[config.mk]
export PLATFORM = sky130hd
export DESIGN_NAME = execute_cycle
export DESIGN_NICKNAME = d
export VERILOG_FILES = /design/src/rtl/execute_cycle.sv
export SDC_FILE = /design/constraint.sdc
export NUM_CORES = 1
export LEC_CHECK = 0
export BUFFER_PORTS_ARGS = -buffer_cell sky130_fd_sc_hd__buf_2
export CAP_MARGIN = 40
export CORE_MARGIN = 2
export CORE_UTILIZATION = 55
export CTS_CLUSTER_SIZE = 20
export DETAILED_ROUTE_END_ITERATION = 7
export PLACE_DENSITY = 0.88
export SYNTH_ARGS = -nofsm -noshare
export SYNTH_HDL_FRONTEND = slang
export SYNTH_SLANG_ARGS = --single-unit
[constraint.sdc]
create_clock -name clk -period 12.1 [get_ports clk]
set_input_delay 0.605 -clock clk [delete_from_list [all_inputs] [get_ports clk]]
set_output_delay 0.605 -clock clk [all_outputs]
set_load 0.005 [all_outputs]
[src/rtl/execute_cycle.sv]
// RV32 EX stage: operand forwarding, ALU, beq resolution, branch target, EX/MEM register.
// Optional feature macro: EXEC_FORWARD_EN (forwarding muxes); undefined means raw register-file operands.
module execute_cycle #(
    parameter int DATA_W     = 32,
    parameter int REG_ADDR_W = 5
) (
    input  logic                  clk,
    input  logic                  rst,
    input  logic                  RegWriteE,
    input  logic                  ALUSrcE,
    input  logic                  MemWriteE,
    input  logic                  ResultSrcE,
    input  logic                  BranchE,
    input  logic [2:0]            ALUControlE,
    input  logic [DATA_W-1:0]     RD1_E,
    input  logic [DATA_W-1:0]     RD2_E,
    input  logic [DATA_W-1:0]     Imm_Ext_E,
    input  logic [REG_ADDR_W-1:0] RD_E,
    input  logic [DATA_W-1:0]     PCE,
    input  logic [DATA_W-1:0]     PCPlus4E,
    input  logic [DATA_W-1:0]     ResultW,
    input  logic [1:0]            ForwardA_E,
    input  logic [1:0]            ForwardB_E,
    output logic                  PCSrcE,
    output logic [DATA_W-1:0]     PCTargetE,
    output logic                  RegWriteM,
    output logic                  MemWriteM,
    output logic                  ResultSrcM,
    output logic [REG_ADDR_W-1:0] RD_M,
    output logic [DATA_W-1:0]     ALU_ResultM,
    output logic [DATA_W-1:0]     WriteDataM,
    output logic [DATA_W-1:0]     PCPlus4M
);

    localparam logic [2:0] ALU_ADD = 3'b000;
    localparam logic [2:0] ALU_SUB = 3'b001;
    localparam logic [2:0] ALU_AND = 3'b010;
    localparam logic [2:0] ALU_OR  = 3'b011;
    localparam logic [2:0] ALU_SLT = 3'b101;

    logic [DATA_W-1:0]     src_a;
    logic [DATA_W-1:0]     src_b;
    logic [DATA_W-1:0]     write_data;
    logic [DATA_W-1:0]     alu_result;
    logic                  zero;

    logic                  reg_write_d,   reg_write_q;
    logic                  mem_write_d,   mem_write_q;
    logic                  result_src_d,  result_src_q;
    logic [REG_ADDR_W-1:0] rd_d,          rd_q;
    logic [DATA_W-1:0]     alu_result_d,  alu_result_q;
    logic [DATA_W-1:0]     write_data_d,  write_data_q;
    logic [DATA_W-1:0]     pc_plus4_d,    pc_plus4_q;

`ifdef EXEC_FORWARD_EN
    // Code 11 is unused by the hazard unit and falls back to the register-file value.
    function automatic logic [DATA_W-1:0] fwd_sel(
        input logic [DATA_W-1:0] rf_val,
        input logic [1:0]        sel,
        input logic [DATA_W-1:0] wb_val,
        input logic [DATA_W-1:0] mem_val
    );
        case (sel)
            2'b01:   fwd_sel = wb_val;
            2'b10:   fwd_sel = mem_val;
            default: fwd_sel = rf_val;
        endcase
    endfunction

    always_comb begin
        src_a      = fwd_sel(RD1_E, ForwardA_E, ResultW, alu_result_q);
        write_data = fwd_sel(RD2_E, ForwardB_E, ResultW, alu_result_q);
    end
`else
    logic unused_fwd;
    assign unused_fwd = ^{ForwardA_E, ForwardB_E, ResultW};

    always_comb begin
        src_a      = RD1_E;
        write_data = RD2_E;
    end
`endif

    always_comb begin
        src_b = ALUSrcE ? Imm_Ext_E : write_data;
    end

    always_comb begin
        alu_result = '0;
        case (ALUControlE)
            ALU_ADD: alu_result = src_a + src_b;
            ALU_SUB: alu_result = src_a - src_b;
            ALU_AND: alu_result = src_a & src_b;
            ALU_OR:  alu_result = src_a | src_b;
            ALU_SLT: alu_result = {{(DATA_W-1){1'b0}}, ($signed(src_a) < $signed(src_b))};
            default: alu_result = '0;
        endcase
        zero = (alu_result == '0);
    end

    assign PCSrcE    = BranchE & zero;
    assign PCTargetE = PCE + Imm_Ext_E;

    // No stall/flush: the EX/MEM register takes a new instruction (or bubble) every cycle.
    always_comb begin
        reg_write_d  = RegWriteE;
        mem_write_d  = MemWriteE;
        result_src_d = ResultSrcE;
        rd_d         = RD_E;
        alu_result_d = alu_result;
        write_data_d = write_data;
        pc_plus4_d   = PCPlus4E;
    end

    always_ff @(posedge clk) begin
        if (rst) begin
            reg_write_q  <= 1'b0;
            mem_write_q  <= 1'b0;
            result_src_q <= 1'b0;
            rd_q         <= '0;
            alu_result_q <= '0;
            write_data_q <= '0;
            pc_plus4_q   <= '0;
        end else begin
            reg_write_q  <= reg_write_d;
            mem_write_q  <= mem_write_d;
            result_src_q <= result_src_d;
            rd_q         <= rd_d;
            alu_result_q <= alu_result_d;
            write_data_q <= write_data_d;
            pc_plus4_q   <= pc_plus4_d;
        end
    end

    assign RegWriteM   = reg_write_q;
    assign MemWriteM   = mem_write_q;
    assign ResultSrcM  = result_src_q;
    assign RD_M        = rd_q;
    assign ALU_ResultM = alu_result_q;
    assign WriteDataM  = write_data_q;
    assign PCPlus4M    = pc_plus4_q;

endmodule

# After elaboration in Yosys (flattened, before gate mapping)
# Cells that the tools add are included.
[totals] elab_cells=22 register_bits=104 out_inout_bits=137 in_bits=211
[classes] mux=2 n_lt_le_gt_ge=1 bitwise=3 n_reduce_logical=2 addsub=3 eq_ne=4
[op_table] op="$pmux 32 s5" n=1
[op_table] op="$add 32x32->32" n=2
[op_table] op="$and 32x32->32" n=1
[op_table] op="$logic_not 32->1" n=1
[op_table] op="$lt 32x32->1" n=1
[op_table] op="$mux 32" n=1
[op_table] op="$or 32x32->32" n=1
[op_table] op="$sub 32x32->32" n=1
[op_table] op="$eq 3x2->1 const B" n=2
[op_table] op="$eq 3x1->1 const B" n=1
[op_table] op="$eq 3x3->1 const B" n=1
[op_table] op="$logic_not 3->1" n=1
[op_table] op="$and 1x1->1" n=1

# Longest topological paths before layout
# Gate-level depths: netlist of run 1.
[depth] ltp_word=5 mapped_depth=17 mapped_depth_nobuf=16

# Least setup slack after synthesis of run 1
# No wires, ideal clock.
[synth_timing] kind="input to output" from="in ALUSrcE" to="out PCSrcE" required_time_ns=11.495 slack_ns=7.069 path_buffers=3 t_arrival_ns=4.426 cell_stages=16 cell_sequence="clkbuf_1 -> buf_1 -> mux2i_1 -> ha_1 -> buf_6 -> nand2b_4 -> a221o_1 -> a2111o_1 -> a21boi_2 -> o31ai_1 -> a21o_1 -> a31o_1 -> or4_1 -> nor2_1 -> nand4_1 -> nor4_2"
[synth_via] elab_chain_cells=5 elab_cells_between_ends=9 cone_classes="add/sub: 2; order compare: 1; mux: 2; bitwise: 3; reduce/logical: 1"
[synth_rtl] item="start: declaration" line="10" source="input logic ALUSrcE,"
[synth_rtl] item="$mux 32 *" line="85" source="src_b = ALUSrcE ? Imm_Ext_E : write_data;"
[synth_rtl] item="$sub 32x32->32 (tied with other cells)" line="92" source="ALU_SUB: alu_result = src_a - src_b;"
[synth_rtl] item="$pmux 32 s5 *" line="90" source="case (ALUControlE)"
[synth_rtl] item="$logic_not 32->1 *" line="98" source="zero = (alu_result == '0);"
[synth_rtl] item="$and 1x1->1 *" line="101" source="assign PCSrcE = BranchE & zero;"
[synth_rtl] item="end: declaration" line="24" source="output logic PCSrcE,"
# Mark *: on every way between the ends. The rest lies on a longest branch, timed or not.

# Worst setup path after layout of run 1
# Ends and elaborated chain as after synthesis.

==> summary.txt, run 1 <==
Pwr
  – LEAKAGE: 5.749 nW
  – Pwr/cell area: 101.1 nW/µm²
  – Final Power: 1.166 mW
  – Peak VDD IR: around 0.070 mV

Die
  – Die Area: between 15000 and 20000 µm²
  – Starting Density: a little under three fifths
  – Die H: about 140 µm
  – Cell Rows: between 40 and 50
  – Core ar.: around 17000 µm²
  – DIE WIDTH: 135.8 µm
  – IO Pins: about 350

Placed design
  – DP HPWL: 24410 µm
  – Gpl congestion: roughly 0.96
  – Port-buffer cells: about 310

Timing
  – Worst-margin pin slew: a little over 0.9 ns
  – Setup TNS: 0 ns
  – Fin crit share: 51.22%
  – RSZ-0062 raised after global routing: false
  – Max Transition Viols Final: 0
  – Final Hold Fails: 0
  – Crit path time final: between 6 and 7 ns
  – Rel. slew slack: 37.42%
  – Setup violators final: 0
  – Fmax: ~160 MHz

Clock network
  – CTS tree: yes
  – Post-CTS Resized: 0
  – Clock transition at path regs: 0.08 ns
  – CTS Buffer Depth: 2
  – CTS buffer count: 9
  – # hold bufs at CTS: 0
  – CTS Sinks: 104
  – H-Tree Depth: 3
  – Setup Buffers After CTS: 0
  – CTS root buffer: clkbuf_16

Worst setup path
  – CP delay by family, top: compound AO/OA/AOI/OAI gates
  – Crit path kind: in -> out
  – CP endpoint kind: output port
  – Crit path cell chain: buf_2 > buf_12 > mux2i_1 > ha_1 > nor3_1 > a2111oi_0 > buf_1 > nor4_2 > o21ai_1 > a31oi_1 > mux2i_1 > a211oi_1 > o21ai_0 > a2111oi_0 > nand4_1 > nor4_2 > buf_2
  – Crit start category: input pin
  – Worst path arrival time: between 5 and 6 ns
  – CP max FO: 28
  – Req. time, crit path: about 11 ns
  – Critical path buffer and inverter count: 4
  – Largest stage delay on the critical path: 0.61 ns
  – Worst path slowest cell: a2111oi_0

Synthesis
  – Cell variety after synth: 79
  – Seq cells post-synth: 104
  – Adder-cell share of the synthesized area: roughly 17%
  – Post-Syn Area: between 9000 and 10000 µm²
  – Syn Area/Cell: roughly 7.8 µm²
  – EDFF count, synth: 0
  – Area share of and/or/nand/nor cells after synthesis: ~22%
  – Sequential-to-total area share from yosys stat: between 20 and 25%
  – Top FF cell, synth: dfxtp_1
  – Synth Area in Compound Gates: around a quarter
  – Largest family of logic cells by synthesized area: compound AO/OA/AOI/OAI gates
  – Post-Syn Nets: about 1600
  – Mux cell area share after synthesis: 4.349%
  – Synth warn: 0
  – FFs w/ async S/R, synth: 0%
  – Synth Area in XOR/XNOR: under 10%
  – Post-synthesis instance total: roughly 1200

Cells and area
  – Reg area: ~2100 µm²
  – Commonest non-fill, non-tap cell in the layout: buf_2
  – Antenna cells: 0
  – Most frequent cells in the layout: buf_2 (310), ha_1 (127), inv_1 (107)
  – Fillers: 1467
  – Area of the multi-input gates: a little under 7000 µm²
  – NumNets Final: ~1800
  – Area Growth Syn to Fin: 20.75%
  – Layout cells sized above 1: about a quarter

Min path
  – Hold crit path type: in -> reg

GRT
  – GRT Util Overall: between 30% and 40%
  – First-pass GRT wire length: 47400 µm
  – Initial antenna violation count: 0
  – Gr ovfl total: 0
  – Number of global-route vias before repair: between 9000 and 10000
  – Largest net degree at the start of global routing: 77

Detailed routing
  – Final WL: a little over 30000 µm
  – DRT antenna net count: 0
  – Drt wl/cell: between 15 and 20 µm
  – Vias per cell: 5.908
  – Vias: 10220
  – Number of DRC markers in iteration 0: about 1100
  – Drc violations: 0
  – TritonRoute pass-1 iters: 5

Status
  – Outcome: finished, final reports clean

Flow run
  – Max-cap viol count: 0
path summary, 6_finish.rpt:
path	start	end	slack, ns	cells after the start
max	ALUSrcE	PCSrcE	5.90	17
min	PCPlus4E[28]	PCPlus4M[28]	0.45	2
through the flow:
stage               setup WS [ns]  cells  hold WS [ns]  area, µm²  util (%)
floorplan                   7.069   1230        0.7332       9552         -
CTS                         6.127   1729        0.4435      11530     67.38
global route                5.682   1729        0.4467      11530     67.38
finish                      5.903   1729        0.4483      11530     67.38
global placement            5.655   1710        0.8123      11180     65.33
detailed placement          6.147   1713        0.8166      11230     65.63
cell families (layout without fill, tap and decap cells):
logic type,after synthesis,in the layout
and+or+nand+nor,409,409
AOI/OAI and AO/OA,335,335
buffers and inverters,168,442
adders and majority gates,130,130
DFF,104,104
xor gates and xnor gates,44,44
muxes,40,40
synth_stat cells (all sizes together), types with 7 or more instances:
library cell	number	area share, %
o21bai	11	0.86
a211oi	32	2.7
nor3	31	1.6
xor2	13	1.2
mux2i	37	3.9
nand3	17	0.89
xnor2	31	2.8
nand2	69	2.7
nor2	106	4.2
a31oi	18	1.2
or3	14	0.92
inv	107	4.2
nand4	19	1.2
o21a	7	0.55
a31o	9	0.83
nor4	7	0.59
buf	15	0.77
dfxtp	104	22
clkbuf	45	1.8
and3	11	0.72
o21ai	57	3.0
nor2b	94	6.2
o211ai	19	1.5
a21o	22	1.7
a21oi	91	4.8
nand2b	11	0.80
o31ai	9	0.71
ha	127	17
layout make-up:
| type | count | share of cell area (%) |
|---|---|---|
| repair buffers | 318 | 14.22 |
| well taps | 225 | 2.441 |
| flip-flops and latches | 104 | 18.05 |
| clock inverters | 7 | 0.6509 |
| inverters | 108 | 3.515 |
| clock buffers | 9 | 1.953 |
| multi-input cells | 958 | 59.17 |
routing by layer:
metal / share of wire [%] / vias up / wire, µm / GRT usage, %
li1: - / 4891 / - / -
met4: 1.5 / 0 / 471 / 8.102
met3: 10 / 49 / 3197 / 6.734
met2: 46 / 556 / 13960 / 52.53
met1: 42 / 4719 / 12910 / 42.70
met5: 0 / - / 0 / 0
flip-flops by register name, indices dropped and copies added, names as in the netlist:
| name | cells |
|---|---|
| ALU_ResultM | 32 |
| PCPlus4M | 32 |
| RegWriteM | 1 |
| WriteDataM | 32 |
| ResultSrcM | 1 |
| RD_M | 5 |
| MemWriteM | 1 |
where the power goes:
group	switching, mW	total (mW)	internal [mW]
combinational	0.289	0.491	0.202
sequential	0.00511	0.369	0.363
clock	0.160	0.307	0.147
total	0.454	1.17	0.712
No activity file was read; power rests on OpenSTA's default activity.
==> run 2, diff against run 1 <==
--- a/config.mk
+++ b/config.mk
@@ -5,13 +5,14 @@
 export SDC_FILE = /design/constraint.sdc
 export NUM_CORES = 1
 export LEC_CHECK = 0
+export ABC_AREA = 1
 export BUFFER_PORTS_ARGS = -buffer_cell sky130_fd_sc_hd__buf_2
 export CAP_MARGIN = 40
 export CORE_MARGIN = 2
-export CORE_UTILIZATION = 55
+export CORE_UTILIZATION = 54
 export CTS_CLUSTER_SIZE = 20
 export DETAILED_ROUTE_END_ITERATION = 7
-export PLACE_DENSITY = 0.88
+export PLACE_DENSITY = 0.83
 export SYNTH_ARGS = -nofsm -noshare
 export SYNTH_HDL_FRONTEND = slang
 export SYNTH_SLANG_ARGS = --single-unit
==> constraint.sdc (replaced) <==
create_clock -name clk -period 6.3 [get_ports clk]
set_input_delay 0.315 -clock clk [delete_from_list [all_inputs] [get_ports clk]]
set_output_delay 0.315 -clock clk [all_outputs]
set_load 0.005 [all_outputs]
==> summary.txt, run 2 <==
Cells and area
  – Final Cell Area: 13350 µm² (+16%)
  – Commonest non-fill, non-tap cell in the layout: nand2_1
  – Antenna cells: 0 (unchanged)
  – Layout cells sized above 1: 16.01% (-7.8 points)
  – Most frequent cells in the layout: nand2_1 (501), inv_1 (417), buf_2 (312)
  – Fillers: 2104 (+43%)
  – NumNets Final: 2597 (+41%)
  – Fin cells: 2536 (+47%)
  – Core Util, Final: 64.13% (-3.3 points)
  – Area Growth Syn to Fin: 17.34%

Synthesis
  – Post-synth top area share: 18.30% (-3.5 points)
  – Post-Syn Area: 11380 µm² (+19%)
  – Dominant cells by area after synthesis: dfxtp_1 (18%), nand2_1 (17%), ha_1 (14%)
  – Leading area contributor after synthesis: dfxtp_1
  – Cell variety after synth: 39 (-51%)
  – Synth warn: 0 (unchanged)
  – Sequential-to-total area share from yosys stat: 18.30% (-3.5 points)
  – Post-Syn Nets: 2320 (+48%)
  – EDFF count, synth: 0 (unchanged)
  – Top FF cell, synth: dfxtp_1
  – FFs w/ async S/R, synth: 0% (unchanged)
  – Commonest cells post-synth: nand2_1 (501), inv_1 (417), nor2_1 (260), nand3_1 (154), ha_1 (127)
  – Syn Area/Cell: 5.750 µm² (-26%)
  – Post-synthesis instance total: 1979 (+61%)
  – Seq cells post-synth: 104 (unchanged)
  – Count leader, synth: nand2_1

Timing
  – Final Hold Fails: 0 (unchanged)
  – Setup TNS: 0 ns (unchanged)
  – Hold WS: 0.1478 ns (-0.3005 ns)
  – Max Transition Viols Final: 0 (unchanged)
  – Slack of the critical path: 2.409 ns (-3.494 ns)
  – Crit path time final: 3.891 ns
  – Worst-margin pin slew: 0.9194 ns (-0.01357 ns)
  – Rel. slew slack: 38.71% (+1.3 points)
  – Fin crit share: roughly three fifths
  – Setup violators final: 0 (unchanged)
  – RSZ-0062 raised after global routing: false
  – Fmax: 257.0 MHz

Die
  – Starting Density: 54.65% (-1.2 points)
  – IO Pins: 348 (unchanged)
  – Die H: 149.2 µm (+9.9%)
  – DIE WIDTH: 149.2 µm (+9.9%)
  – Cell Rows: 53 (+10%)
  – Core ar.: 20820 µm² (+22%)
  – Die Area: 22250 µm² (+21%)

Pwr
  – Sw power: 1.031 mW (+130%)
  – Pwr/cell area: 181.8 nW/µm² (+80%)
  – Combinational power share: 45.3% (+3.2 points)
  – Peak VDD IR: 0.1089 mV (+56%)
  – Switching share of total power: 42.46% (+3.5 points)
  – Share of power burned in registers: 29.1% (-2.5 points)
  – Clk pwr share: 25.6% (-0.7 points)
  – LEAKAGE: 8.097 nW (+41%)
  – Final Power: 2.427 mW (+110%)
  – P_int: 1.396 mW (+96%)

Worst setup path
  – Most frequent CP cell: nand3_1
  – Largest stage delay on the critical path: 0.68 ns (+0.07 ns)
  – Worst path arrival time: 3.58 ns (-2.01 ns)
  – Worst path slowest cell: o21ai_0
  – Req. time, crit path: 5.98 ns (-5.51 ns)
  – Crit path kind: in -> out
  – CP max FO: 6 (-79%)
  – Crit path cell chain: buf_2 > o21ai_0 > inv_1 > fa_1 > nand3_1 > nand2_1 > nand3_1 > nand2_1 > nand2_1 > nand3_1 > nand3_1 > nand3b_1 > nor2_1 > nand3_1 > nor2_1 > nand2_1 > nor2_1 > buf_2
  – CP endpoint kind: output port
  – Crit start category: input pin

Clock network
  – CTS Buffer Depth: 2 (unchanged)
  – Setup Buffers After CTS: 0 (unchanged)
  – H-Tree Depth: 3 (unchanged)
  – Clock transition at path regs: 0.08 ns (about the same)
  – CTS tree: yes
  – Post-CTS Resized: 0 (unchanged)
  – CTS Sinks: 104 (unchanged)
  – CTS buffer count: 9 (unchanged)
  – CTS root buffer: clkbuf_16
  – # hold bufs at CTS: 0 (unchanged)

GRT
  – GRT Util Overall: 35.70% (+3.7 points)
  – First-pass GRT wire length: 61980 µm (+31%)
  – Gr ovfl total: 0 (unchanged)
  – Initial antenna violation count: 2 (+2)
  – Met2 Usage GRT: 59.59% (+7.1 points)
  – GR peak layer: met2
  – Met1 Usage GRT: 45.92% (+3.2 points)
  – Number of global-route vias before repair: 12350 (+33%)
  – Largest net degree at the start of global routing: 83 (+7.8%)
  – GR Util met3: 6.422% (-0.31 points)

Min path
  – Hold depth: 3 (+1)
  – Hold crit path type: in -> reg
  – Hold Path Sink: PCPlus4M[29]
  – Startpoint of the worst hold path: PCPlus4E[29]

Detailed routing
  – DRT antenna net count: 0 (unchanged)
  – Drc violations: 0 (unchanged)
  – Vias: 13420 (+31%)
  – Drt wl/cell: 16.19 µm (-8.3%)
  – Vias per cell: 5.291 (-10%)
  – TritonRoute pass-1 iters: 6 (+1)
  – Number of DRC markers in iteration 0: 1102 (+2.4%)
  – Final WL: 41060 µm (+34%)

Placed design
  – Post-DP Area: 13040 µm² (+16%)
  – Worst slack, placed: 2.526 ns (-3.621 ns)
  – Port-buffer cells: 311 (unchanged)
  – Gpl congestion: 1.035 (+7.9%)
  – DP HPWL: 34440 µm (+41%)
  – Placed cells: 2520 (+47%)

Status
  – Outcome: finished, final reports clean

Flow run
  – Max-cap viol count: 0 (unchanged)
-- run 2: power by group through the flow --
stage | logic (mW) | clock network [mW] | registers, mW
floorplan | 0.701 | 0 | 0.729
global placement | 1.05 | 0 | 0.720
detailed placement | 1.07 | 0 | 0.721
CTS | 1.07 | 0.629 | 0.706
global route | 1.22 | 0.653 | 0.709
finish | 1.10 | 0.622 | 0.706
-- run 2: how the worst max path moves through the flow --
stage | start | to | slack (ns) | cells past startpoint
after global routing | ALUSrcE | PCSrcE | 2.16 | 20
final | ALUSrcE | PCSrcE | 2.41 | 18
after floorplan | ALUSrcE | PCSrcE | 3.16 | 19
after global placement | ALUSrcE | PCSrcE | 2.11 | 18
after detailed placement | ALUSrcE | PCSrcE | 2.53 | 18
after CTS | ALUSrcE | PCSrcE | 2.52 | 20
-- run 2: logic make-up after synthesis --
group           count (synthesis)  synth area share, %
flops                         104                18.30
compound gates                254                12.33
buf+inv                       472                16.59
xor+xnor                       32                2.463
fa+ha+maj                     130                14.49
simple gates                  987                35.83
-- run 2: per-layer routing --
layer,share of wire [%],vias to the layer above
li1,-,6641
met1,42,6020
met2,45,674
met5,0.027,-
met4,3.4,2
met3,9.7,82
-- run 2: worst max-delay path, delay by kind of cell --
family / cells / cell delay [ns]
adders and majority gates: 1 / 0.55
and+or+nand+nor: 13 / 1.61
buffers and inverters: 3 / 0.44
AOI/OAI and AO/OA: 1 / 0.68
-- run 2: area by class of cell --
| class | instances | area [µm²] | area share, % |
|---|---|---|---|
| clock buffer | 9 | 225.2 | 1.687 |
| inverter | 421 | 1580 | 11.83 |
| multi-input combinational | 1403 | 7410 | 55.49 |
| clock inverter | 7 | 92.59 | 0.6934 |
| sequential | 104 | 2082 | 15.59 |
| tap | 275 | 344.1 | 2.577 |
| timing repair buffer | 317 | 1619 | 12.13 |
